==> config.mk <==
export PLATFORM = sky130hd
export DESIGN_NAME = i2s_tdm_deframer_flat
export DESIGN_NICKNAME = d
export VERILOG_FILES = /design/src/rtl/i2s_tdm_deframer_pkg.sv /design/src/rtl/i2s_tdm_deframer_if.sv /design/src/rtl/i2s_tdm_deframer.sv /design/src/flat_wrapper.sv
export SDC_FILE = /design/constraint.sdc
export NUM_CORES = 1
export LEC_CHECK = 0
export ABC_CLOCK_PERIOD_IN_PS = 4100
export CAP_MARGIN = 5
export CELL_PAD_IN_SITES_DETAIL_PLACEMENT = 0
export CELL_PAD_IN_SITES_GLOBAL_PLACEMENT = 1
export CORE_MARGIN = 2
export CORE_UTILIZATION = 48
export CTS_BUF_LIST = sky130_fd_sc_hd__clkbuf_4
export DETAILED_ROUTE_END_ITERATION = 7
export PLACE_DENSITY = 0.94
export REMOVE_ABC_BUFFERS = 1
export SLEW_MARGIN = 10
export SYNTH_ARGS = -nofsm -noshare
export SYNTH_HDL_FRONTEND = slang
export SYNTH_SLANG_ARGS = --single-unit
==> constraint.sdc <==
create_clock -name i2s_bclk -period 4.1 [get_ports i2s_bclk]
set_clock_uncertainty 0.05 [all_clocks]
set_input_delay 1.23 -clock i2s_bclk [delete_from_list [all_inputs] [get_ports i2s_bclk]]
set_output_delay 1.23 -clock i2s_bclk [all_outputs]
set_load 0.005 [all_outputs]
==> src/rtl/i2s_tdm_deframer_pkg.sv <==
// Shared types and helpers for the I2S/TDM deframer: lock FSM states,
// default frame geometry and stereo slot-index decoding.
package i2s_tdm_deframer_pkg;

    localparam int DEF_SLOT_WIDTH = 32;
    localparam int DEF_NUM_SLOTS  = 16;

    typedef enum logic [1:0] {
        ST_UNLOCKED = 2'd0,
        ST_SYNCING  = 2'd1,
        ST_LOCKED   = 2'd2
    } state_t;

    // Slot index is at least one bit wide, even for a single-slot frame
    function automatic int slot_idx_width(input int num_slots);
        return (num_slots > 1) ? $clog2(num_slots) : 1;
    endfunction

    function automatic int unsigned slot_pair(input int unsigned slot);
        return slot >> 1;
    endfunction

    function automatic logic slot_lr(input int unsigned slot);
        return slot[0];
    endfunction

endpackage

==> src/rtl/i2s_tdm_deframer_if.sv <==
// Serial TDM input and deframed sample output bundle; master is the deframer.
interface i2s_tdm_deframer_if
    import i2s_tdm_deframer_pkg::*;
#(
    parameter int DATA_WIDTH = 24,
    parameter int NUM_SLOTS  = DEF_NUM_SLOTS
);
    localparam int SLOT_IDX_W = slot_idx_width(NUM_SLOTS);

    logic                  i2s_fsync;
    logic                  i2s_data;
    logic [DATA_WIDTH-1:0] sample_data;
    logic [SLOT_IDX_W-1:0] sample_slot;
    logic                  sample_valid;
    logic                  sample_toggle;
    logic                  locked;
    logic                  sync_err;

    modport master (
        input  i2s_fsync, i2s_data,
        output sample_data, sample_slot, sample_valid, sample_toggle, locked, sync_err
    );

    modport slave (
        output i2s_fsync, i2s_data,
        input  sample_data, sample_slot, sample_valid, sample_toggle, locked, sync_err
    );

endinterface

==> src/rtl/i2s_tdm_deframer.sv <==
// I2S/TDM deframer: aligns to fsync with one-bit delay, checks frame length,
// and delivers MSB-aligned slot payloads once LOCK_FRAMES good frames are seen.
module i2s_tdm_deframer
    import i2s_tdm_deframer_pkg::*;
#(
    parameter int SLOT_WIDTH  = DEF_SLOT_WIDTH,
    parameter int DATA_WIDTH  = 24,
    parameter int NUM_SLOTS   = DEF_NUM_SLOTS,
    parameter int LOCK_FRAMES = 2
)(
    input  logic i2s_bclk,
    input  logic sys_rst,
    i2s_tdm_deframer_if.master bus
);
    localparam int FRAME_BITS = NUM_SLOTS * SLOT_WIDTH;
    localparam int CNT_W      = $clog2(FRAME_BITS + 1);
    localparam int SLOT_W     = slot_idx_width(NUM_SLOTS);
    localparam int GOOD_W     = $clog2(LOCK_FRAMES + 1);

    localparam logic [CNT_W-1:0]  FRAME_FULL  = CNT_W'(FRAME_BITS);
    localparam logic [CNT_W-1:0]  FRAME_LAST  = CNT_W'(FRAME_BITS - 1);
    localparam logic [CNT_W-1:0]  SLOT_BITS   = CNT_W'(SLOT_WIDTH);
    localparam logic [CNT_W-1:0]  SLOT_LAST   = CNT_W'(SLOT_WIDTH - 1);
    localparam logic [GOOD_W-1:0] LOCK_LAST   = GOOD_W'(LOCK_FRAMES - 1);

    state_t                state_reg;
    logic                  fsync_d_reg;
    logic [CNT_W-1:0]      bit_cnt_reg;
    logic [GOOD_W-1:0]     good_cnt_reg;
    logic [SLOT_WIDTH-1:0] shift_reg;
    logic                  deliver_pend_reg;
    logic [SLOT_W-1:0]     pend_slot_reg;
    logic [DATA_WIDTH-1:0] sample_data_reg;
    logic [SLOT_W-1:0]     sample_slot_reg;
    logic                  sample_valid_reg;
    logic                  sample_toggle_reg;
    logic                  locked_reg;
    logic                  sync_err_reg;

    logic frame_edge;
    logic frame_full_now;
    logic frame_bad;
    logic slot_end;

    // bit_cnt_reg counts bits already sampled; the bit arriving now is number
    // bit_cnt_reg+1, so FRAME_LAST means this bit completes the frame.
    always_comb begin
        frame_edge     = bus.i2s_fsync & ~fsync_d_reg;
        frame_full_now = (bit_cnt_reg == FRAME_LAST);
        frame_bad      = frame_edge ^ frame_full_now;
        slot_end       = (bit_cnt_reg < FRAME_FULL) && ((bit_cnt_reg % SLOT_BITS) == SLOT_LAST);
    end

    always_ff @(posedge i2s_bclk or posedge sys_rst) begin
        if (sys_rst) begin
            state_reg         <= ST_UNLOCKED;
            fsync_d_reg       <= 1'b0;
            bit_cnt_reg       <= '0;
            good_cnt_reg      <= '0;
            shift_reg         <= '0;
            deliver_pend_reg  <= 1'b0;
            pend_slot_reg     <= '0;
            sample_data_reg   <= '0;
            sample_slot_reg   <= '0;
            sample_valid_reg  <= 1'b0;
            sample_toggle_reg <= 1'b0;
            locked_reg        <= 1'b0;
            sync_err_reg      <= 1'b0;
        end else begin
            fsync_d_reg      <= bus.i2s_fsync;
            shift_reg        <= {shift_reg[SLOT_WIDTH-2:0], bus.i2s_data};
            sample_valid_reg <= 1'b0;
            sync_err_reg     <= 1'b0;
            deliver_pend_reg <= 1'b0;

            if (frame_edge)
                bit_cnt_reg <= '0;
            else if (bit_cnt_reg != FRAME_FULL)
                bit_cnt_reg <= bit_cnt_reg + 1'b1;

            // Shift register holds the complete slot one edge after its LSB
            if (deliver_pend_reg) begin
                sample_data_reg   <= shift_reg[SLOT_WIDTH-1 -: DATA_WIDTH];
                sample_slot_reg   <= pend_slot_reg;
                sample_valid_reg  <= 1'b1;
                sample_toggle_reg <= ~sample_toggle_reg;
            end

            case (state_reg)
                ST_UNLOCKED: begin
                    if (frame_edge) begin
                        state_reg    <= ST_SYNCING;
                        good_cnt_reg <= '0;
                    end
                end
                ST_SYNCING: begin
                    if (frame_edge) begin
                        if (!frame_full_now) begin
                            good_cnt_reg <= '0;
                        end else if (good_cnt_reg == LOCK_LAST) begin
                            state_reg    <= ST_LOCKED;
                            locked_reg   <= 1'b1;
                            good_cnt_reg <= '0;
                        end else begin
                            good_cnt_reg <= good_cnt_reg + 1'b1;
                        end
                    end
                end
                ST_LOCKED: begin
                    // A misplaced or missing edge discards the slot in flight
                    if (frame_bad) begin
                        state_reg    <= ST_SYNCING;
                        locked_reg   <= 1'b0;
                        sync_err_reg <= 1'b1;
                        good_cnt_reg <= '0;
                    end else if (slot_end) begin
                        deliver_pend_reg <= 1'b1;
                        pend_slot_reg    <= SLOT_W'(bit_cnt_reg / SLOT_BITS);
                    end
                end
                default: begin
                    state_reg  <= ST_UNLOCKED;
                    locked_reg <= 1'b0;
                end
            endcase
        end
    end

    assign bus.sample_data   = sample_data_reg;
    assign bus.sample_slot   = sample_slot_reg;
    assign bus.sample_valid  = sample_valid_reg;
    assign bus.sample_toggle = sample_toggle_reg;
    assign bus.locked        = locked_reg;
    assign bus.sync_err      = sync_err_reg;

endmodule

==> src/flat_wrapper.sv <==
// flat-port wrapper written by rule: the top's interface ports become plain ports
module i2s_tdm_deframer_flat import i2s_tdm_deframer_pkg::*;
#(
    parameter int SLOT_WIDTH  = DEF_SLOT_WIDTH,
    parameter int DATA_WIDTH  = 24,
    parameter int NUM_SLOTS   = DEF_NUM_SLOTS,
    parameter int LOCK_FRAMES = 2
)
  (i2s_bclk, sys_rst, bus_i2s_fsync, bus_i2s_data, bus_sample_data, bus_sample_slot, bus_sample_valid, bus_sample_toggle, bus_locked, bus_sync_err);
  i2s_tdm_deframer_if #(.DATA_WIDTH(DATA_WIDTH), .NUM_SLOTS(NUM_SLOTS)) bus_i ();
  input  logic i2s_bclk;
  input  logic sys_rst;
  input wire logic [$bits(bus_i.i2s_fsync)-1:0] bus_i2s_fsync;
  input wire logic [$bits(bus_i.i2s_data)-1:0] bus_i2s_data;
  output wire logic [$bits(bus_i.sample_data)-1:0] bus_sample_data;
  output wire logic [$bits(bus_i.sample_slot)-1:0] bus_sample_slot;
  output wire logic [$bits(bus_i.sample_valid)-1:0] bus_sample_valid;
  output wire logic [$bits(bus_i.sample_toggle)-1:0] bus_sample_toggle;
  output wire logic [$bits(bus_i.locked)-1:0] bus_locked;
  output wire logic [$bits(bus_i.sync_err)-1:0] bus_sync_err;
  assign bus_i.i2s_fsync = bus_i2s_fsync;
  assign bus_i.i2s_data = bus_i2s_data;
  assign bus_sample_data = bus_i.sample_data;
  assign bus_sample_slot = bus_i.sample_slot;
  assign bus_sample_valid = bus_i.sample_valid;
  assign bus_sample_toggle = bus_i.sample_toggle;
  assign bus_locked = bus_i.locked;
  assign bus_sync_err = bus_i.sync_err;
  i2s_tdm_deframer #(.SLOT_WIDTH(SLOT_WIDTH), .DATA_WIDTH(DATA_WIDTH), .NUM_SLOTS(NUM_SLOTS), .LOCK_FRAMES(LOCK_FRAMES)) u_core (.i2s_bclk(i2s_bclk), .sys_rst(sys_rst), .bus(bus_i));
endmodule
# Word-level counts from Yosys, hierarchy flattened
# Cells that the tools add are included.
classes:
  bitwise_logic: 6
  reduce_logical: 8
  magnitude_cmp: 1
  n_addsub: 2
  eq_ne: 11
  mux: 25
op_table:
  columns: ["cell", "count"]
  rows:
  - ["two-way mux 10 bit", 2]
  - ["two-way mux 2 bit", 10]
  - ["case mux 2 bit (3 select lines)", 2]
  - ["adder 10 x 1 -> 10 bit (second input constant)", 1]
  - ["equality test 10 x 9 -> 1 bit (second input constant)", 1]
  - ["less-than comparator 10 bit (second input constant)", 1]
  - ["two-way mux 1 bit", 10]
  - ["!= test 10 bit (second input constant)", 1]
  - ["!= test 2 x 1 -> 1 bit (second input constant)", 5]
  - ["AND reduction 5 bit", 2]
  - ["equality test 5 bit (second input constant)", 1]
  - ["equality test 2 x 1 -> 1 bit (second input constant)", 2]
  - ["inverter 1 bit", 4]
  - ["AND reduction 4 bit", 1]
  - ["case mux 1 bit (3 select lines)", 1]
  - ["AND reduction 3 bit", 1]
  - ["nonzero test 3 bit", 1]
  - ["adder 2 x 1 -> 2 bit (second input constant)", 1]
  - ["equality test 2 bit (second input constant)", 1]
  - ["logical NOT 2 bit", 1]
  - ["nonzero test 2 bit", 1]
  - ["AND 1 bit", 1]
  - ["logical AND 1 bit", 1]
  - ["XOR 1 bit", 1]
word_totals:
  regBits: 84
  inputBits: 4
  elab_cells: 66

# Longest topological paths before layout
depth:
  word_depth: 5
  ltp_mapped: 7
  ltp_nobuf: 7

# Least setup slack after synthesis
# No wires, ideal clock.
synth_timing:
  path_kind: "input to register"
  start: "input port bus_i2s_fsync"
  end: "register u_core.pend_slot_reg[0]"
  setup_slack_ns: 1.475
  n_path_buf: 1
  required_ns: 3.925
  path_stages: 5
  t_arrival_ns: 2.451
  path_cell_list: "nand2b_1 -> clkbuf_1 -> o21ai_1 -> a2111oi_4 -> mux2_2"
synth_via:
  elab_chain_cells: 4
synth_lines:
  columns: ["element", "line_no", "text"]
  rows:
  - ["start: declaration", "flat_wrapper.sv:13", "input wire logic [$bits(bus_i.i2s_fsync)-1:0] bus_i2s_fsync;"]
  - ["AND 1 bit", "i2s_tdm_deframer.sv:48", "frame_edge = bus.i2s_fsync & ~fsync_d_reg;"]
  - ["XOR 1 bit", "i2s_tdm_deframer.sv:50", "frame_bad = frame_edge ^ frame_full_now;"]
  - ["inverter 1 bit (no line)", null, null]
  - ["AND reduction 3 bit (no line)", null, null]
  - ["end signal: assignment", "i2s_tdm_deframer.sv:118", "pend_slot_reg <= SLOT_W'(bit_cnt_reg / SLOT_BITS);"]
  - ["end: declaration", "i2s_tdm_deframer.sv:32", "logic [SLOT_W-1:0] pend_slot_reg;"]
# No other way between the ends.
# A chain may end at the register's enable or synchronous reset.

# Worst setup path after layout
layout_timing:
  start: "input port bus_i2s_fsync"
  end: "register u_core.pend_slot_reg[2]"
# Same word-level chain as after synthesis.

==> impl_metrics.ini <==
[run_status]
outcome = finished, final reports clean

[worst_setup_path]
crit_chain = clkdlybuf4s50_1 -> and2b_1 -> nand3_2 -> a2111oi_4 -> mux2_2
cp.required_ns = 4.35
cpPeakStageDelay_ns = 0.48
worstSetupPathType = input port to flip-flop
crit_fanout = 10
critPathLaunchType = input port
cp-end-kind = flip-flop
critPathTopFamily = simple AND/OR/NAND/NOR gates
reg2reg_slack_ns = 1.97
crit_buf_inv = 1
critPathSlowestCell = clkdlybuf4s50_1
crit_arrival_ns = 3.08

[run]
max_cap_viol_count = 0

[sta]
period_share = 0.690
rsz0062_at_grt = false
slew_violations = 0
setup_violations = 0
tightest_slew_ns = 1.22
period_minus_slack_ns = 2.83
fin_setup_tns_ns = 0
fmax_mhz = 353
hold_viol = 0
slew-limit-headroom = 0.188

[clocking]
clock_latency_ns = 0.41
cts_hold_buf = 0
cts_num_sinks = 84
cts_max_path_buffers = 2
cts_setup_buffers = 0
cts.clk_slew.worst_paths_ns = 0.12
ctsResizeCount = 0
cts_made_buffers = 9
cts_root_buf = clkbuf_4
htree_levels = 3
cts_tree = done

[routing]
drcViolationCount = 0
num_vias = 1701
avgRoutedWirePerCell_um = 14.8
avgViaCountPerCell = 5.27
first_pass_iters = 4
drt_iter0_drc = 87
wl_um = 4770
ant_nets = 0

[power]
leakage_nw = 1.66
power_density_mw_per_mm2 = 403
p_total_mw = 1.45
irDropWorstVdd_mv = 0.215

[logic_synthesis]
syn_area_mm2 = 0.00302
ys_ff_latch = 84
syn_inst = 201
ys_warn_count = 0
synth-seq-area-share = 0.697
avgSynthCellArea_um2 = 15.0
ys_types = 36

[final_layout]
multi_input_area_um2 = 850
areaGrowthSynthToFinish_pct = 19.1
final_core_util = 0.600
diodes = 0
largest_register_ff_count = 32
drive_above_1_share = 0.218
nets = 250
seqCellArea_mm2 = 0.00210
fill_cells = 467

[placement]
hpwl_um = 3220
io_buffers = 35
gp_congestion = 0.819

[die]
die_h_um = 83.3
core_area_mm2 = 0.00599
rows = 28
initial_utilization = 0.503
ios = 36
die_x_um = 83.3
die_area_mm2 = 0.00693

[grt]
antenna_found_initial = 0
gr-total-overflow = 0
first_global_vias = 1691
grt_pass1_wl_um = 8240
grtUsageTotal = 0.150
grt_max_degree = 47

[min_path]
hp-class = flip-flop to flip-flop
## layer usage
metal | vias up | wire [um] | track usage
li1 | 796 | - | -
met1 | 849 | 2140 | 0.199
met2 | 50 | 2310 | 0.231
met3 | 6 | 265 | 0.0567
met4 | 0 | 53 | 0.0477
met5 | - | 0 | 0
## cell families (layout without fill, tap and decap cells)
group | after synthesis | count (layout) | synth area share
AO/OA/AOI/OAI | 16 | 16 | 0.0427
XOR/XNOR | 8 | 8 | 0.0232
adder cells (fa/ha/maj) | 3 | 3 | 0.0124
buffers and inverters | 15 | 62 | 0.0212
flip-flops | 84 | 84 | 0.697
multiplexers | 34 | 34 | 0.126
AND/OR/NAND/NOR | 41 | 41 | 0.0772
## metrics by stage
| stage | hold slack (ns) | setup WS (ns) | cell area [um2] | std cells |
|---|---|---|---|---|
| floorplan | 0.281 | 0.655 | 2990 | 195 |
| global placement | 0.284 | 0.884 | 3450 | 307 |
| detailed placement | 0.285 | 0.829 | 3450 | 307 |
| CTS | 0.316 | 1.29 | 3590 | 323 |
| global route | 0.326 | 1.20 | 3590 | 323 |
| finish | 0.314 | 1.27 | 3590 | 323 |
## Yosys cell counts (all sizes together)
| cell type | number | share of area |
|---|---|---|
| nor4b | 1 | 0.0029 |
| mux2 | 32 | 0.12 |
| o32ai | 2 | 0.0058 |
| nand2b | 3 | 0.0062 |
| a21oi | 4 | 0.0066 |
| and4 | 3 | 0.0091 |
| a31oi | 2 | 0.0041 |
| xor2 | 5 | 0.015 |
| and3 | 1 | 0.0021 |
| inv | 9 | 0.011 |
| nor2 | 10 | 0.012 |
| nand3b | 3 | 0.0075 |
| dfrtp | 84 | 0.70 |
| a41oi | 1 | 0.0029 |
| and2b | 1 | 0.0025 |
| mux2i | 2 | 0.0066 |
| nor3 | 2 | 0.0033 |
| nor4 | 1 | 0.0021 |
| a21boi | 1 | 0.0025 |
| nand2 | 4 | 0.0050 |
| buf | 2 | 0.0050 |
| o41ai | 2 | 0.0058 |
| a22oi | 1 | 0.0025 |
| ha | 3 | 0.012 |
| xnor2 | 3 | 0.0087 |
| clkbuf | 4 | 0.0050 |
| a2111oi | 1 | 0.0091 |
| nor2b | 1 | 0.0021 |
| and2 | 1 | 0.0021 |
| nand4 | 4 | 0.0083 |
| nand3 | 6 | 0.012 |
| o21ai | 2 | 0.0033 |
## worst reg2reg max path: stages (launching register included)
cell and delay, ns:
dfrtp_1 0.43, ha_1 0.25, nand3_1 0.13, inv_1 0.13
ha_1 0.15, inv_1 0.06, a2111oi_4 0.43, mux2_2 0.40
## path summary, 6_finish.rpt
kind                                        from                   endpoint  depth (start not counted)
setup reg to reg           u_core.bit_cnt_reg[0]    u_core.pend_slot_reg[2]                          7
hold reg to reg              u_core.shift_reg[6]        u_core.shift_reg[7]                          0
hold / removal               u_core.shift_reg[6]        u_core.shift_reg[7]                          0
setup / recovery                   bus_i2s_fsync    u_core.pend_slot_reg[2]                          5
max in group asynchronous                sys_rst       u_core.shift_reg[11]                          3
min in group asynchronous                sys_rst  u_core.bus.sample_data[9]                          2
## area by class of cell
cell class,count,share of cell area
inverter,9,0.00975
tap,75,0.0261
clock buffer,10,0.0209
multi-input combinational,102,0.237
clock inverter,6,0.0199
sequential,84,0.585
timing repair buffer,37,0.102
## placed cells by master, fill, tap and decap left out, drive strengths merged, types with 3 or more instances in the layout
| master | count |
|---|---|
| dfrtp | 84 |
| xor2 | 5 |
| mux2 | 32 |
| xnor2 | 3 |
| nand2 | 4 |
| a21oi | 4 |
| nand3 | 6 |
| inv | 11 |
| nand4 | 4 |
| clkbuf | 10 |
| nor2 | 10 |
| nand2b | 3 |
| and4 | 3 |
| nand3b | 3 |
| clkdlybuf4s50 | 35 |
| ha | 3 |
## power breakdown
group	total (mW)	switching, mW	internal, mW
Clock	0.475	0.276	0.199
Sequential	0.895	0.0332	0.862
Combinational	0.0766	0.0430	0.0336
Total	1.45	0.352	1.09
Note: power is estimated with default switching activity, not from simulation.
